<file path="src/rtl/tmds_decoder.sv">
// TMDS 10b/8b decoder with a control-token lock FSM and a two-stage datapath.
// Optional bit-slip search is built when macro TMDS_DECODER_BITSLIP_EN is defined.
module tmds_decoder #(
  parameter int LOCK_TOKENS = 8,
  parameter int SLIP_WORDS  = 1024,
  parameter int LOSS_WORDS  = 2048
) (
  input  logic       clk_in,
  input  logic       rst_in,
  input  logic [9:0] tmds_in,
  output logic [7:0] data_out,
  output logic [1:0] control_out,
  output logic       ve_out,
  output logic       locked_out,
  output logic       bitslip_out
);
  localparam int MAX_LS = (LOCK_TOKENS > SLIP_WORDS) ? LOCK_TOKENS : SLIP_WORDS;
  localparam int MAX_P  = (MAX_LS > LOSS_WORDS) ? MAX_LS : LOSS_WORDS;
  localparam int CNT_W  = $clog2(MAX_P + 1);

  localparam logic [0:0] ST_SEARCH = 1'b0;
  localparam logic [0:0] ST_LOCKED = 1'b1;

  // {hit, c1, c0}
  function automatic logic [2:0] token_match(input logic [9:0] w);
    case (w)
      10'b1101010100: token_match = 3'b100;
      10'b0010101011: token_match = 3'b101;
      10'b0101010100: token_match = 3'b110;
      10'b1010101011: token_match = 3'b111;
      default:        token_match = 3'b000;
    endcase
  endfunction

  function automatic logic [7:0] decode_word(input logic [9:0] w);
    logic [7:0] d;
    logic [7:0] r;
    d = w[9] ? ~w[7:0] : w[7:0];
    r[0] = d[0];
    for (int i = 1; i < 8; i++)
      r[i] = w[8] ? (d[i] ^ d[i-1]) : ~(d[i] ^ d[i-1]);
    return r;
  endfunction

  function automatic logic [CNT_W-1:0] sat_inc(input logic [CNT_W-1:0] c,
                                               input logic [CNT_W-1:0] lim);
    return (c >= lim) ? c : c + CNT_W'(1);
  endfunction

  logic [2:0]       match;
  logic [9:0]       word_p1_d, word_p1_q;
  logic             tok_p1_d, tok_p1_q;
  logic [1:0]       tokval_p1_d, tokval_p1_q;
  logic [7:0]       data_p2_d, data_p2_q;
  logic [1:0]       ctrl_p2_d, ctrl_p2_q;
  logic             ve_p2_d, ve_p2_q;
  logic [0:0]       state_d, state_q;
  logic [CNT_W-1:0] run_cnt_d, run_cnt_q;
  logic [CNT_W-1:0] loss_cnt_d, loss_cnt_q;
  logic             bitslip_d, bitslip_q;
`ifdef TMDS_DECODER_BITSLIP_EN
  logic [CNT_W-1:0] slip_cnt_d, slip_cnt_q;
`endif

  // stage 1: register raw word and token match
  always_comb begin
    match       = token_match(tmds_in);
    word_p1_d   = tmds_in;
    tok_p1_d    = match[2];
    tokval_p1_d = match[1:0];
  end

  // stage 2: decode, gated by the state seen on this edge so the in-flight word at lock is masked
  always_comb begin
    data_p2_d = 8'd0;
    ctrl_p2_d = 2'b00;
    ve_p2_d   = 1'b0;
    if (state_q == ST_LOCKED) begin
      ctrl_p2_d = ctrl_p2_q;
      if (tok_p1_q) begin
        ctrl_p2_d = tokval_p1_q;
      end else begin
        ve_p2_d   = 1'b1;
        data_p2_d = decode_word(word_p1_q);
      end
    end
  end

  always_comb begin
    state_d    = state_q;
    run_cnt_d  = run_cnt_q;
    loss_cnt_d = loss_cnt_q;
    bitslip_d  = 1'b0;
`ifdef TMDS_DECODER_BITSLIP_EN
    slip_cnt_d = slip_cnt_q;
`endif
    if (state_q == ST_SEARCH) begin
      // lock is tested before slip so a simultaneous completion never pulses bitslip
      if (run_cnt_q == CNT_W'(LOCK_TOKENS)) begin
        state_d    = ST_LOCKED;
        run_cnt_d  = '0;
        loss_cnt_d = '0;
`ifdef TMDS_DECODER_BITSLIP_EN
        slip_cnt_d = '0;
      end else if (slip_cnt_q == CNT_W'(SLIP_WORDS - 1)) begin
        bitslip_d  = 1'b1;
        slip_cnt_d = '0;
        run_cnt_d  = '0;
`endif
      end else begin
        run_cnt_d  = tok_p1_q ? sat_inc(run_cnt_q, CNT_W'(LOCK_TOKENS)) : '0;
`ifdef TMDS_DECODER_BITSLIP_EN
        slip_cnt_d = sat_inc(slip_cnt_q, CNT_W'(SLIP_WORDS - 1));
`endif
      end
    end else begin
      if (loss_cnt_q == CNT_W'(LOSS_WORDS)) begin
        state_d    = ST_SEARCH;
        run_cnt_d  = '0;
        loss_cnt_d = '0;
      end else begin
        loss_cnt_d = tok_p1_q ? '0 : sat_inc(loss_cnt_q, CNT_W'(LOSS_WORDS));
      end
    end
  end

  always_ff @(posedge clk_in) begin
    if (rst_in) begin
      word_p1_q   <= '0;
      tok_p1_q    <= 1'b0;
      tokval_p1_q <= 2'b00;
      data_p2_q   <= 8'd0;
      ctrl_p2_q   <= 2'b00;
      ve_p2_q     <= 1'b0;
      state_q     <= ST_SEARCH;
      run_cnt_q   <= '0;
      loss_cnt_q  <= '0;
      bitslip_q   <= 1'b0;
`ifdef TMDS_DECODER_BITSLIP_EN
      slip_cnt_q  <= '0;
`endif
    end else begin
      word_p1_q   <= word_p1_d;
      tok_p1_q    <= tok_p1_d;
      tokval_p1_q <= tokval_p1_d;
      data_p2_q   <= data_p2_d;
      ctrl_p2_q   <= ctrl_p2_d;
      ve_p2_q     <= ve_p2_d;
      state_q     <= state_d;
      run_cnt_q   <= run_cnt_d;
      loss_cnt_q  <= loss_cnt_d;
      bitslip_q   <= bitslip_d;
`ifdef TMDS_DECODER_BITSLIP_EN
      slip_cnt_q  <= slip_cnt_d;
`endif
    end
  end

  assign data_out    = data_p2_q;
  assign control_out = ctrl_p2_q;
  assign ve_out      = ve_p2_q;
  assign locked_out  = (state_q == ST_LOCKED);
  assign bitslip_out = bitslip_q;
endmodule

</file>
<file path="config.mk">
export PLATFORM = sky130hd
export DESIGN_NAME = tmds_decoder
export DESIGN_NICKNAME = d
export VERILOG_FILES = /design/src/rtl/tmds_decoder.sv
export SDC_FILE = /design/constraint.sdc
export NUM_CORES = 1
export LEC_CHECK = 0
export ABC_AREA = 1
export ABC_CLOCK_PERIOD_IN_PS = 1560
export CAP_MARGIN = 25
export CORE_MARGIN = 4
export CORE_UTILIZATION = 50
export DETAILED_ROUTE_END_ITERATION = 8
export GPL_ROUTABILITY_DRIVEN = 0
export PLACE_DENSITY = 0.83
export SLEW_MARGIN = 20
export SYNTH_ARGS = -nofsm -noshare
export SYNTH_HDL_FRONTEND = slang
export SYNTH_SLANG_ARGS = --single-unit
export TNS_END_PERCENT = 10
</file>
<file path="constraint.sdc">
create_clock -name clk_in -period 1.56 [get_ports clk_in]
set_input_delay 0.312 -clock clk_in [delete_from_list [all_inputs] [get_ports clk_in]]
set_output_delay 0.312 -clock clk_in [all_outputs]
set_load 0.01 [all_outputs]
</file>
---- After elaboration in Yosys (flattened, before gate mapping) ----
Index checks and enable logic that the tools add are counted.
W data, S select, Z words.
operators by class
  equality and inequality tests ........... 9
  bitwise operators ....................... 16
  reductions and logical operators ........ 5
  $lt $le $gt $ge ......................... 2
  add/sub/neg operators ................... 2
  multiplexer cells ....................... 23
operator list
  cell                     count
  $mux W12                 10
  $add A12 B1 Y12 const B  2
  $eq A10 B10 Y1 const B   2
  $eq A12 B12 Y1 const B   1
  $eq A12 B4 Y1 const B    1
  $ge A12 B12 Y1 const B   1
  $ge A12 B4 Y1 const B    1
  $pmux W3 S4              1
  $mux W1                  11
  $eq A10 B8 Y1 const B    1
  $eq A10 B9 Y1 const B    1
  $mux W8                  1
  $ne A4 B4 Y1 const B     2
  $not A1 Y1               8
  $not A8 Y8               1
  $xor A1 B1 Y1            7
  $reduce_and A2 Y1        2
  $reduce_or A3 Y1         1
  $ne A2 B1 Y1 const B     1
  $reduce_bool A2 Y1       1
  $reduce_or A2 Y1         1
storage, ports and cells
  output and inout bits ................... 13
  input port bits ......................... 12
  register bits after elaboration ......... 49
  word-level logic and storage cells ...... 66

---- Logic depth before layout (Yosys ltp) ----
  depth in word-level cells ............... 5
  depth in mapped cells ................... 11
  mapped depth without buffers ............ 11

---- Worst setup path before layout ----
No wires, ideal clock.
  kind .................................... register to register
  from .................................... register run_cnt_q[0]
  to ...................................... register run_cnt_q[3]
  clock period less this slack ............ 1.386 ns
  setup time .............................. 0.128 ns
  setup slack ............................. 0.174 ns
  path buffers ............................ 1
  data arrival time ....................... 1.258 ns
  data required time ...................... 1.432 ns
  stages on the path, launching flop included .. 12
  cells stage by stage .................... dfxtp_1 inv_1 ha_1 inv_1 nor2_1 o21ai_1 nand2_1 nand2_2 buf_6 nor2_2 nor2_1 nor2_1
between the ends
  longest elaborated chain between the ends .. 5
  elaborated cells between the ends (all ways) .. 9
  those cells by class .................... 1 x add/sub; 1 x order compare; 2 x eq/ne; 4 x mux; 1 x reduce/logical
RTL lines
  what                    line  text
  start, declared         58    logic [CNT_W-1:0] run_cnt_d, run_cnt_q;
  start signal, assigned  150   run_cnt_q <= run_cnt_d;
  $add A12 B1 Y12         47    return (c >= lim) ? c : c + CNT_W'(1);
  $mux W12                47
  $mux W12                111   run_cnt_d = tok_p1_q ? sat_inc(run_cnt_q, CNT_W'(LOCK_TOKENS)) : '0;
  $mux W12                99    if (run_cnt_q == CNT_W'(LOCK_TOKENS)) begin
  $mux W12                97    if (state_q == ST_SEARCH) begin
Parallel ways exist; a longest one is shown, timed or not. The select of a mux whose other input is x is not followed.
A chain may end at the register's enable or synchronous reset.

---- Worst setup path in the final report ----
  from .................................... register ctrl_p2_q[0] (netlist: control_out[0])
  to ...................................... output control_out[0]
RTL lines
  what                    line  text
  start, declared         55    logic [1:0] ctrl_p2_d, ctrl_p2_q;
  start signal, assigned  147   ctrl_p2_q <= ctrl_p2_d;
  end, declared           12    output logic [1:0] control_out,
No word-level cell between the ends.

==> summary.txt <==
Synth warn - 0
Initial antenna violation count - 0
CTS Buf Count - 5
Tcrit/Tclk final - 96.7%
Final hold slack - 0.439 ns
Slew Limit Fails - 0
Syn nets - 328
Fin crit period - 1.51 ns
Ys async rst share - 0%
Layout cell share with drive strength beyond 1 - 14.2%
DR vias/cell - 5.05
Post-CTS Setup Repair Bufs - 0
Routed WL - 4.61 mm
LEAKAGE - 1.15 nW
Routed via count - 2000
Die area - 0.00566 sq mm
Placed Area - 0.00255 sq mm
Worst EP arrival - 1.20 ns
VDD IR-drop max - 0.690 mV
I/O pin count - 25
Crit-path leading delay family - buffers and inverters
Core area - 0.00435 sq mm
Starting Density - 51.9%
Clock slew at reported path FFs - 0.09 ns
Crit start category - flip-flop
Clock Latency Late Sink - 0.30 ns
PD cells - 816 mW/mm^2
Status - finished, final reports clean
HPWL Detailed - 3.32 mm
Max-cap violations - 0
Average size of a mapped cell - 7.24 sq um
Critical Path, Cell by Cell - clkdlybuf4s50_1
Area grow syn2layout - 19.2%
HP Start - run_cnt_q[7]$_SDFFE_PP0P_
R2r setup slk - 0.10 ns
Final std cells w/o fill - 396
Min-Delay Path Class - flip-flop to flip-flop
CTS tree - yes
Initial DRC Count - 100
#FFs+latches synth - 49
Placed cells - 386
Post-Syn Instances - 312
Register area share after synthesis - 43.4%
Rows - 24
Endpoints failing hold - 0
Required @ worst endpoint - 1.25 ns
Reg-to-reg startpoint - loss_cnt_q[0]$_SDFFE_PP0P_
Number of I/O port buffers - 23
GRT Util Overall - 17.7%
Largest net degree at the start of global routing - 28
Worst R2R End - run_cnt_q[10]$_SDFFE_PP0P_
TritonRoute pass-1 iters - 4
Top FF cell, synth - dfxtp_1
Fill cells - 364
Clock Skew - 0.00599 ns
GRT overflow - 0
Final Cell Area - 0.00269 sq mm
Final antenna-violating net count - 0
Slowest Stage Delay on Critical Path - 0.54 ns
Slowest cell on crit path - clkdlybuf4s50_1
Fmax - 663 MHz
WS Path Type - flip-flop to primary output
Final net count - 359
WHS Endpoint - run_cnt_q[7]$_SDFFE_PP0P_
Final setup viols - 0
Synth cell types - 31
H-tree Lvls - 2
Clock root buffer - clkbuf_8
DRC - 0
Worst setup EP type - primary output
Tot Pwr - 0.00220 W
Clock Sinks - 49
R2R cell count - 10
WL/cell - 11.6 um
Final setup TNS - 0 ns
Netlist Area Pre-Place - 0.00226 sq mm
Worst-path fanout max - 2
Post-synth EDFFs - 0
Die X - 75.2 um
ANT cells - 0
Worst-case clock buffer depth - 2
Vias in the first global route - 1880
First-pass GRT wire length - 7.85 mm
Hold path cells - 2
Crit path buf inv count - 1
Die Y-Extent - 75.2 um
## cell usage in the layout, fill, tap and decap left out, types with 6 or more instances in the layout
| master | count |
|---|---|
| nor2_1 | 55 |
| dfxtp_1 | 46 |
| a21oi_1 | 18 |
| inv_1 | 33 |
| nor2_2 | 6 |
| o21ai_0 | 6 |
| clkbuf_8 | 7 |
| nand3_1 | 22 |
| nand4_1 | 8 |
| buf_4 | 7 |
| nand2_1 | 60 |
| clkdlybuf4s50_1 | 22 |
| inv_2 | 10 |
| xor2_1 | 8 |
## per-stage QoR
stage	utilization [%]	worst slack, ns
floorplan	-	0.174
global placement	58.6	0.0570
detailed placement	58.6	0.00747
CTS	61.1	0.0311
global route	61.8	-0.00907
finish	61.8	0.0518
## cells in the mapped netlist, types with 3 or more instances
library cell | n | share of area (%)
nand3_1 | 23 | 5.1
nor2_1 | 56 | 9.3
o21ai_0 | 7 | 1.6
ha_1 | 4 | 2.2
inv_1 | 35 | 5.8
nand2_4 | 4 | 2.0
xor2_1 | 8 | 3.1
inv_2 | 8 | 1.3
nand4_1 | 8 | 2.2
nand2_1 | 60 | 10
nor3_1 | 3 | 0.66
a21oi_1 | 18 | 4.0
dfxtp_1 | 49 | 43
nor2_2 | 5 | 1.4
## layer usage
| metal | part of all wire, % | vias up | GRT usage [%] |
|---|---|---|---|
| met5 | 0 | - | 0 |
| met4 | 0.41 | 0 | 6.80 |
| met3 | 4.7 | 2 | 4.54 |
| met2 | 48 | 46 | 29.2 |
| met1 | 47 | 909 | 22.2 |
| li1 | - | 1043 | - |
## worst max path at each step
stage          slack (ns)                         to  cells after the start                        start
2_1_floorplan        0.17  run_cnt_q[3]$_SDFFE_PP0P_                     11    run_cnt_q[0]$_SDFFE_PP0P_
3_3_place_gp         0.06     data_out[2]$_SDFF_PP0_                      6                       rst_in
6_report             0.05             control_out[0]                      1  control_out[0]$_SDFFE_PP0P_
3_5_place_dp        0.007        tok_p1_q$_SDFF_PP0_                      5                   tmds_in[0]
4_1_cts              0.03  run_cnt_q[0]$_SDFFE_PP0P_                     11   loss_cnt_q[0]$_SDFFE_PP0P_
5_1_grt            -0.009  run_cnt_q[7]$_SDFFE_PP0P_                     10   loss_cnt_q[0]$_SDFFE_PP0P_
## kinds of logic after synthesis
| logic type | Yosys count | synth area share (%) |
|---|---|---|
| simple gates | 169 | 34.5 |
| buf+inv | 51 | 9.52 |
| flops | 49 | 43.4 |
| compound gates | 28 | 6.31 |
| xor+xnor | 10 | 3.88 |
| fa+ha+maj | 4 | 2.21 |
| other cells | 1 | 0.166 |
## where the power goes
part / internal, W / total (W) / switching (W)
logic: 0.0000435 / 0.0000968 / 0.0000533
clock network: 0.000410 / 0.000831 / 0.000421
registers: 0.00126 / 0.00127 / 0.00000810
## layout make-up
class | count | area, sq um | area share, %
clock inverters | 1 | 8.76 | 0.325
well taps | 52 | 65.1 | 2.42
repair buffers | 30 | 282 | 10.5
inverters | 43 | 161 | 5.99
clock buffers | 7 | 96.3 | 3.58
multi-input cells | 214 | 1090 | 40.6
flip-flops and latches | 49 | 987 | 36.7
## flip-flops by register name, summed over array words and instances, names as in the netlist
signal and count:
control_out 2, data_out 8, locked_out 1, loss_cnt_q 12
run_cnt_q 12, tok_p1_q 1, tokval_p1_q 2, ve_out 1
word_p1_q 10
## repair_timing
item | 4_1_cts | 5_1_grt
endpoints found under the hold margin | 0 | 0
gates resized for setup | 3 | 9
pin swaps | 0 | 2
setup endpoints to repair | 1 | 22
hold buffers | 0 | 0
cloned | 0 | 2
Power figures use the tool's default switching activity.
==> RTL edit 1: new RTL, same settings <==
Build with the macro `TMDS_DECODER_BITSLIP_EN` defined.
--- a/src/rtl/tmds_decoder.sv
+++ b/src/rtl/tmds_decoder.sv
@@ -1,4 +1,6 @@
 // TMDS 10b/8b decoder with a control-token lock FSM and a two-stage datapath.
 // Optional bit-slip search is built when macro TMDS_DECODER_BITSLIP_EN is defined.
+`define TMDS_DECODER_BITSLIP_EN
+
 module tmds_decoder #(
   parameter int LOCK_TOKENS = 8,
Function: no difference found for any inputs over 10 cycles, from zero or initial values and one cycle with rst_in high; that may be too few to reach the edited logic, so the function may still have changed.
==> RTL edit 1 against the unedited design <==
  * Final area rose by 36%
  * Synthesized area rose by 28%
  * Highest routed layer unchanged
  * Clock skew fell by 0.00063 ns
  * Synthesized cell count rose by 28%
  * Routed wire length rose by 40%
  * Sequential cell count rose by 13
  * Total power rose by 44%
  * Setup slack got worse by 0.0035 ns
  * Count of clock-buffer cells in the layout rose by 2
  * Register-to-register slack got worse by 0.05 ns
  * Largest power group unchanged
==> RTL edit 1: results (changes against the unedited design) <==
status=complete, no violations; average wire per standard cell=12.11 um (+4.1%); synth unique cells=33 (+6.5%); commonest cells in the synthesized netlist=nand2_1, dfxtp_1, inv_1; Layout Nets=471 (+31%); Hold Crit Start=run_cnt_q[5]$_SDFFE_PP0P_; Fmax=661.5 MHz (-0.23%); worst flop-to-flop path endpoint=run_cnt_q[11]$_SDFFE_PP0P_; placed cell count=510 (+32%); largest cells by area after synthesis=dfxtp_1, nand2_1, inv_1; WHS=0.4324 ns (-0.006489 ns); clock transition at the registers of the reported paths=0.07 ns (-0.02 ns); clk_skew=0.005359 ns (-0.0006306 ns); number of global-route vias before repair=2487 (+32%); first-pass GRT wire length=10580 um (+35%); maximum VDD drop=0.0006253 V (-9.4%); biggest regs=loss_cnt_q x12, run_cnt_q x12, slip_cnt_q x12; met2 wire len=3139 um (+42%); met2 usage=31.42% (+2.2 points); # resized after CTS=5 (+2); Worst Setup SP=control_out[1]$_SDFFE_PP0P_; met1 Use GR=21.70% (-0.48 points); R2R setup slack=0.05 ns (-0.05 ns); sequential area share after synthesis=42.89% (-0.52 points); Post-Synthesis Cells=400 (+28%); syn_nets=417 (+27%); layout cells sized above 1=18.08% (+3.8 points); Pleak=1.570 nW (+37%); r2r startpoint=run_cnt_q[0]$_SDFFE_PP0P_; GRT Total Usage=18.34% (+0.65 points); final WL=6430 um (+40%); Final HPWL DP=4507 um (+36%); largest net degree at the start of global routing=22 (-21%); adder-cell share of the synthesized area=2.162% (-0.053 points)
-- RTL edit 1: cell count changes in the layout (fill, tap and decap cells not counted), sizes merged, moves of 2 or more --
| cell | before | now |
|---|---|---|
| a21oi | 18 | 22 |
| buf | 7 | 23 |
| clkbuf | 7 | 9 |
| clkinv | 0 | 4 |
| dfxtp | 49 | 62 |
| inv | 44 | 68 |
| nand2 | 67 | 81 |
| nand3 | 25 | 34 |
| nand3b | 0 | 2 |
| nand4 | 8 | 12 |
| nor3 | 5 | 19 |
| o21bai | 0 | 2 |
| or2 | 0 | 2 |
-- RTL edit 1: final cells by class --
class                   count  share of cell area, %
repair inverters            1                 0.1713
inverters                  66                  6.989
clock buffers               9                  3.392
clock inverters             7                  2.021
flip-flops and latches     62                  34.19
repair buffers             47                  11.55
multi-input cells         267                  39.23
well taps                  72                  2.467
-- RTL edit 1: power breakdown --
group,switching [mW],leakage [nW],internal (mW)
logic,0.0693,0.965,0.0608
clock network,0.665,0.0996,0.741
registers,0.0156,0.505,1.61
==> RTL edit 2: new RTL, same flow settings <==
Without the edit above. Put a register stage on the output `locked_out`. The value now appears one clock later. The other outputs are not delayed to match.
--- a/src/rtl/tmds_decoder.sv
+++ b/src/rtl/tmds_decoder.sv
@@ -160,5 +160,7 @@
   assign control_out = ctrl_p2_q;
   assign ve_out      = ve_p2_q;
-  assign locked_out  = (state_q == ST_LOCKED);
+  always_ff @(posedge clk_in) begin
+    locked_out <= (state_q == ST_LOCKED);
+  end
   assign bitslip_out = bitslip_q;
 endmodule
Function: same outputs for any inputs over 10 cycles, from zero or initial values and one cycle with rst_in high; that may be too few to reach the edited logic, so the function may still have changed.
==> RTL edit 2 against the unedited design <==
  * Synthesized area is 0.89% higher
  * Combinational power rose by 2.2%
  * Setup slack better by 0.0041 ns
  * Final area increased by 1.3%
  * Hold slack improved by 0.00089 ns
  * Clock power increased by 6.0%
  * Total power rose by 3.6%
  * Via count up 1.6%
  * Clock skew barely moved
  * Routed wire length shrank 0.78%
  * Synthesized cell count up 0.32%
  * Sequential cell count up 1
  * Largest cell class unchanged
==> RTL edit 2: results (changes against the unedited design) <==
met1 Use GR=22.72% (+0.53 points); sequential area share after synthesis=43.91% (+0.50 points); met2 usage=27.42% (-1.8 points); commonest cells in the synthesized netlist=nand2_1, nor2_1, dfxtp_1; DP Worst Slack=-0.03090 ns (-0.03838 ns); H-tree levels=2 (unchanged); biggest regs=loss_cnt_q x12, run_cnt_q x12, word_p1_q x10; WP data arrival=1.74 ns (+0.54 ns); number of diodes=0 (unchanged); first-pass GRT wire length=7693 um (-1.9%); average wire per standard cell=11.48 um (-1.3%); WHS=0.4397 ns (+0.0008890 ns); Min-Delay Path Class=reg2reg; vias per std cell=5.103 (+1.0%); # resized after CTS=0 (-3); M3 GR Usage=4.222% (-0.32 points); layout cells sized above 1=14.16% (-0.082 points); maximum root-to-sink buffer count=2 (unchanged); met2 wire len=2146 um (-2.6%); Final HPWL DP=3312 um (-0.24%); number of global-route vias before repair=1826 (-2.9%); DP Area=2581 sq um (+1.1%); placed cell count=388 (+0.52%); Initial DRC Count=101 (+1.0%); drt first pass iters=4 (unchanged); R2R setup slack=0.06 ns (-0.04 ns); total CTS buffers=5 (unchanged); Root Buffer=clkbuf_8; worst skew pair latency=0.30 ns (about the same); Layout Nets=361 (+0.56%); routed metal-1 wirelength=1988 um (-8.3%); synth unique cells=31 (unchanged); initial antenna violation count=0 (unchanged); Area Growth Syn to Fin=19.70%; maximum VDD drop=0.0007065 V (+2.4%); met3 WL post-DR=363 um (+68%); critical path peak fanout=5 (+3); Avg Cell Area, Syn=7.283 sq um (+0.56%); clock transition at the registers of the reported paths=0.09 ns (about the same); setup repair bufs after CTS=0 (unchanged); DR top layer=met4; fraction of registers with async set/reset=0% (unchanged); largest cells by area after synthesis=dfxtp_1, nand2_1, nor2_1; syn_nets=329 (+0.30%); status=complete, no violations; GRT Total Usage=17.25% (-0.44 points); Fmax=664.9 MHz (+0.27%); IO buf count=23 (unchanged); final WL=4571 um (-0.78%); clk_skew=0.005702 ns (-0.0002880 ns); YS warnings=0 (unchanged); Pleak=1.166 nW (+1.4%); largest net degree at the start of global routing=16 (-43%)
RTL edit 2: area by class of cell:
class	instances	area (sq um)
Clock buffer	5	68.82
Clock inverter	3	40.04
Fill cell	365	1655
Inverter	43	161.4
Multi-Input combinational cell	213	1087
Sequential cell	50	1005
Tap cell	52	65.06
Timing Repair Buffer	32	301.5
RTL edit 2: kinds of logic after synthesis:
| family | Yosys count | share of synthesized area [%] |
|---|---|---|
| fa+ha+maj | 4 | 2.195 |
| other cells | 1 | 0.1645 |
| simple gates | 169 | 34.19 |
| xor+xnor | 10 | 3.842 |
| compound gates | 28 | 6.257 |
| flops | 50 | 43.91 |
| buf+inv | 51 | 9.440 |
RTL edit 2: final timing paths:
check	to	startpoint	cells after the start
worst max register to register	run_cnt_q[2]$_SDFFE_PP0P_	run_cnt_q[1]$_SDFFE_PP0P_	10
worst min-delay path	run_cnt_q[6]$_SDFFE_PP0P_	run_cnt_q[6]$_SDFFE_PP0P_	2
worst min register to register	run_cnt_q[6]$_SDFFE_PP0P_	run_cnt_q[6]$_SDFFE_PP0P_	2
worst max-delay path	run_cnt_q[2]$_SDFFE_PP0P_	run_cnt_q[1]$_SDFFE_PP0P_	10
RTL edit 2: worst max-delay path, stage by stage, from the launching register on:
cell	delay, ns
dfxtp_2	0.37
inv_1	0.05
ha_1	0.18
inv_1	0.08
nor2_1	0.04
o21ai_1	0.13
nand2_1	0.12
nand2_2	0.15
buf_4	0.12
nand2_1	0.05
a21oi_1	0.16
RTL edit 2: power by group:
| part | internal [mW] | switching (mW) | leakage, nW |
|---|---|---|---|
| Clock | 0.472 | 0.409 | 0.0579 |
| Sequential | 1.29 | 0.00801 | 0.407 |
| Combinational | 0.0466 | 0.0523 | 0.701 |
| Total | 1.81 | 0.469 | 1.17 |
